==> config.mk <==
export PLATFORM = sky130hd
export DESIGN_NAME = mux_scan_sequencer
export DESIGN_NICKNAME = d
export VERILOG_FILES = /design/src/rtl/mux_scan_pkg.sv /design/src/rtl/mux_dwell_timer.sv /design/src/rtl/mux_scan_sequencer.sv
export SDC_FILE = /design/constraint.sdc
export NUM_CORES = 1
export LEC_CHECK = 0
export BUFFER_PORTS_ARGS = -buffer_cell sky130_fd_sc_hd__buf_2
export CORE_MARGIN = 3
export CORE_UTILIZATION = 53
export CTS_BUF_LIST = sky130_fd_sc_hd__clkbuf_4 sky130_fd_sc_hd__clkbuf_8 sky130_fd_sc_hd__clkbuf_16
export CTS_CLUSTER_DIAMETER = 200
export CTS_CLUSTER_SIZE = 30
export DETAILED_ROUTE_END_ITERATION = 10
export GPL_TIMING_DRIVEN = 0
export PLACE_DENSITY = 0.77
export RECOVER_POWER = 100
export SETUP_SLACK_MARGIN = 0.2
export SLEW_MARGIN = 20
export SYNTH_ARGS = -nofsm -noshare
export SYNTH_HDL_FRONTEND = slang
export SYNTH_SLANG_ARGS = --single-unit
==> constraint.sdc <==
create_clock -name clk -period 2.4 [get_ports clk]
set_clock_uncertainty 0.15 [all_clocks]
set_input_delay 0.48 -clock clk [delete_from_list [all_inputs] [get_ports clk]]
set_output_delay 0.48 -clock clk [all_outputs]
set_load 0.01 [all_outputs]
==> src/rtl/mux_scan_pkg.sv <==
// Shared definitions for the mux scan sequencer: FSM state encoding and
// default sizing for the channel count and dwell-count width.
package mux_scan_pkg;

    localparam int N_DEFAULT       = 4;
    localparam int DWELL_W_DEFAULT = 4;

    typedef enum logic {
        ST_IDLE = 1'b0,
        ST_SCAN = 1'b1
    } state_t;

endpackage

==> src/rtl/mux_dwell_timer.sv <==
// Reloadable down-counter that times how long each mux channel is held.
// load has priority over counting; zero flags the last cycle of a dwell.
module mux_dwell_timer #(
    parameter int W = 4
) (
    input  logic         clk,
    input  logic         rst_n,
    input  logic         load,
    input  logic         en,
    input  logic [W-1:0] reload,
    output logic         zero
);

    logic [W-1:0] dcnt;

    always_ff @(posedge clk or negedge rst_n) begin
        if (!rst_n) begin
            dcnt <= '0;
        end else if (load) begin
            dcnt <= reload;
        end else if (en && (dcnt != '0)) begin
            dcnt <= dcnt - 1'b1;
        end
    end

    assign zero = (dcnt == '0);

endmodule

==> src/rtl/mux_scan_sequencer.sv <==
// Steps an N:1 mux through every channel with a programmable dwell, packs one
// sample per channel into a frame word and offers it downstream.
module mux_scan_sequencer
    import mux_scan_pkg::*;
#(
    parameter  int N       = N_DEFAULT,
    parameter  int DWELL_W = DWELL_W_DEFAULT,
    localparam int SEL_W   = $clog2(N)
) (
    input  logic               clk,
    input  logic               rst_n,
    input  logic               start,
    input  logic               stop,
    input  logic [DWELL_W-1:0] dwell,
    input  logic               mux_o,
    output logic               mux_en,
    output logic [SEL_W-1:0]   mux_sel,
    output logic [N-1:0]       frame,
    output logic               frame_valid,
    input  logic               frame_ready,
    output logic               busy,
    output logic               overrun
);

    state_t             state;
    logic [DWELL_W-1:0] dwell_q;
    logic               stop_pending;
    logic [N-2:0]       shadow;
    logic               dwell_zero;

    logic start_go;
    logic step;
    logic frame_done;
    logic handshake;

    // Handshake: a frame transfers on any clk edge where frame_valid && frame_ready;
    // frame_valid never drops and frame never changes until that transfer happens.
    assign start_go   = (state == ST_IDLE) && start;
    assign step       = (state == ST_SCAN) && dwell_zero;
    assign frame_done = step && (mux_sel == SEL_W'(N - 1));
    assign handshake  = frame_valid && frame_ready;
    assign busy       = (state == ST_SCAN);

    mux_dwell_timer #(
        .W (DWELL_W)
    ) u_timer (
        .clk    (clk),
        .rst_n  (rst_n),
        .load   (start_go || step),
        .en     (state == ST_SCAN),
        .reload (start_go ? dwell : dwell_q),
        .zero   (dwell_zero)
    );

    always_ff @(posedge clk or negedge rst_n) begin
        if (!rst_n) begin
            state        <= ST_IDLE;
            dwell_q      <= '0;
            stop_pending <= 1'b0;
            shadow       <= '0;
            mux_en       <= 1'b0;
            mux_sel      <= '0;
            frame        <= '0;
            frame_valid  <= 1'b0;
            overrun      <= 1'b0;
        end else begin
            case (state)
                ST_IDLE: begin
                    if (start) begin
                        dwell_q      <= dwell;
                        mux_sel      <= '0;
                        mux_en       <= 1'b1;
                        overrun      <= 1'b0;
                        stop_pending <= stop;
                        state        <= ST_SCAN;
                    end
                end
                ST_SCAN: begin
                    if (stop) begin
                        stop_pending <= 1'b1;
                    end
                    if (dwell_zero) begin
                        for (int k = 0; k < N - 1; k++) begin
                            if (mux_sel == SEL_W'(k)) begin
                                shadow[k] <= mux_o;
                            end
                        end
                        if (mux_sel != SEL_W'(N - 1)) begin
                            mux_sel <= mux_sel + 1'b1;
                        end else begin
                            mux_sel <= '0;
                            // A stop seen on this very edge still buys one more frame.
                            if (stop_pending) begin
                                stop_pending <= 1'b0;
                                mux_en       <= 1'b0;
                                state        <= ST_IDLE;
                            end
                        end
                    end
                end
                default: state <= ST_IDLE;
            endcase

            // The last channel's sample is taken straight from mux_o.
            if (frame_done) begin
                if (!frame_valid || frame_ready) begin
                    frame       <= {mux_o, shadow};
                    frame_valid <= 1'b1;
                end else begin
                    overrun <= 1'b1;
                end
            end else if (handshake) begin
                frame_valid <= 1'b0;
            end
        end
    end

endmodule

==> results.yml <==
sta:
  worst_pin_slew_ps: 1150
  tns_ps: 0
  max_slew_margin: 0.233
  whs_ps: 217
  clock.fmax_mhz: 492
  rsz0062_at_grt: "no"
  setup_viol: 0
  layout_setup_ws_ps: 367
  fin_crit_ps: 2030
  fin_crit_sh: 0.847
  hold_viol: 0
  slew_violations: 0
layout:
  drive_gt1_frac: 0.174
  stdcell_area_um2: 1220
  insertedDiodeCount: 0
  num-nets-final: 137
  area_delta_synth_final_pct: 13.6
  post-route-util: 0.673
clock_tree:
  clock-sinks: 22
  postCtsSetupRepairBufs: 0
  cts_tree: "built"
  clockRootBuffer: "clkbuf_4"
  htree_levels: 1
  clock_insertion_delay_worst_skew_ps: 310
  numCtsBuffers: 3
  cts.clk_slew.worst_paths_ps: 120
  cts_buffer_depth: 2
route:
  wl_per_cell_um: 13.2
  via_per_inst: 5.18
  finalWirelength_um: 1930
  vias: 757
  detail-route-antenna-nets: 0
  drtIter0Drc: 9
  route.detailed.drc: 0
  drt-met1-wl_um: 1020
  top_layer_used: "met4"
  drtPass1Iterations: 4
  met3_length_um: 81
  dr_wl_met2_um: 819
critical_path:
  crit_fanout: 7
  cp_data_arrival_time_ps: 2090
  worstPathRequired_ps: 2460
  cp-start-kind: "flop"
  end_kind: "flop"
  reg2reg_depth: 6
  crit_type: "flop to flop"
power:
  p_switching_mw: 0.480
  p_comb_frac: 0.360
  power_frac_seq: 0.442
  p_clk_frac: 0.198
  vdd_drop_max_v: 0.000608
  power_density_nw_per_um2: 1180
  p_leak_nw: 0.587
  p_int_mw: 0.961
  p_sw_frac: 0.333
yosys:
  syn_area_um2: 1080
  synth.distinct_cells: 28
  syn-num-nets: 113
  yosysWarnings: 0
  post-synth-top-count-cell: "dfrtp_1"
  synthAdderAreaFrac: 0.0580
  synthCells: 98
  synthFlopType: "dfrtp_1"
  synthXorXnorAreaFrac: 0.00812
  synth_compound_area_frac: 0.0986
  synthTopCellsByCount: "dfrtp_1 (22), nand2_1 (21), inv_1 (7)"
  synth_edf_count: 0
  ys_seq_area_frac: 0.510
  synthMuxAreaShare: 0.125
  async_flop_share: 1.00
  synth_top_family_by_area: "simple AND/OR/NAND/NOR gates"
  yosys.area_share.simple: 0.151
  postSynthAreaPerCell_um2: 11.0
  synth_area_leaders: "dfrtp_1 (51%), nand2_1 (7.3%), ha_1 (5.8%)"
  ys_ff_latch: 22
  synth.largest_area_cell: "dfrtp_1"
  synthDominantCellAreaShare: 0.510
floorplan:
  core_um2: 1820
  initial_core_util: 0.592
  ios: 20
  die_h_um: 51.1
  dieArea_um2: 2610
  die_w_um: 51.1
  rows: 15
global_route:
  grt_pass1_vias: 691
  grt_use_total: 0.174
  globalRouteOverflowTotal: 0
  grt_pass1_wl_um: 3370
  grt_max_degree: 23
  antenna_found_initial: 0
flow_run:
  drv_cap: 0
placement:
  dp_slack_ps: 544
  hpwlAfterDp_um: 1390
  place_congestion: 0.785
  placed_area_um2: 1200
  port_buffers: 18
status:
  status: "finished, final reports clean"
min_path:
  hold_class: "input port to flop"
  holdPathStages: 3
==> placed cells by master, fill, tap and decap left out <==
cell           synthesis  layout
a211oi_1               2       2
a21o_1                 1       1
a21oi_1                2       2
a221o_1                1       1
a31oi_1                2       2
buf_2                  0       7
buf_4                  1       1
buf_6                  1       1
bufinv_16              0       1
clkbuf_1               2      13
clkbuf_4               0       3
dfrtp_1               22      22
dlygate4sd3_1          0       1
ha_1                   5       5
inv_1                  7       7
mux2_1                 0       3
mux2_2                 4       4
mux2_4                 4       1
mux2i_1                3       3
nand2_1               21      21
nand2b_1               2       2
nand3_1                1       2
nor2_1                 1       1
nor2b_1                3       3
nor3_1                 2       2
nor4bb_1               1       1
o21ai_0                3       3
o221a_2                2       2
o22ai_1                1       1
o31ai_1                1       1
or2_2                  1       1
xnor2_1                1       1
==> kinds of logic after synthesis <==
kind of cell               Yosys count
AOI/OAI and AO/OA                   15
xor gates and xnor gates             1
adders and majority gates            5
buffers and inverters               11
DFF                                 22
muxes                               11
and+or+nand+nor                     33
==> state kept, by name, indices dropped and copies added (netlist names), 2 cells and up <==
register / flops
u_timer.dcnt: 4
dwell_q: 4
shadow: 3
frame: 4
mux_sel: 2
==> per-stage QoR <==
stage / std cells / power, mW
3_5_place_dp: 141 / 1.21
6_report: 146 / 1.44
4_1_cts: 146 / 1.50
2_1_floorplan: 98 / 1.05
5_1_grt: 146 / 1.56
3_3_place_gp: 141 / 1.18
==> critical path, cell delays in order, from the launching register on <==
cell	delay, ps
dfrtp_1	420
inv_1	80
ha_1	170
nor4bb_1	310
buf_4	210
nand3_1	210
mux2_1	370
==> final cells by class <==
class / instances / area [um2]
Fill cell: 161 / 596
Sequential cell: 22 / 551
Multi-Input combinational cell: 65 / 452
Timing Repair Buffer: 19 / 86.3
Tap cell: 25 / 31.3
Clock inverter: 1 / 30.0
Buffer: 4 / 26.3
Inverter: 7 / 26.3
Clock buffer: 3 / 22.5
==> final timing paths <==
| check | startpoint | end | slack, ps |
|---|---|---|---|
| hold / removal | dwell[1] | dwell_q[1] | 220 |
| min in group asynchronous | rst_n | frame[2] | 750 |
| setup reg to reg | u_timer.dcnt[0] | frame[1] | 370 |
| max in group asynchronous | rst_n | dwell_q[1] | 670 |
| setup / recovery | u_timer.dcnt[0] | frame[1] | 370 |
| hold reg to reg | dwell_q[2] | dwell_q[2] | 340 |
==> metal layers <==
layer,vias to the layer above,global-route usage
met4,0,0.0538
li1,382,-
met1,357,0.281
met2,16,0.230
met3,2,0.0350
met5,-,0
==> power by group through the flow <==
stage	sequential, mW	clock, mW	combinational, mW
3_3_place_gp	0.637	0	0.545
5_1_grt	0.660	0.313	0.587
4_1_cts	0.638	0.292	0.567
2_1_floorplan	0.652	0	0.397
6_report	0.637	0.285	0.519
3_5_place_dp	0.648	0	0.562
==> what timing repair did <==
item	in CTS	in global routing
endpoints found under the setup margin	0	0
endpoints found under the hold margin	22	0
hold buffers	1	0
resized for setup	0	0
Power figures use the tool's default switching activity.
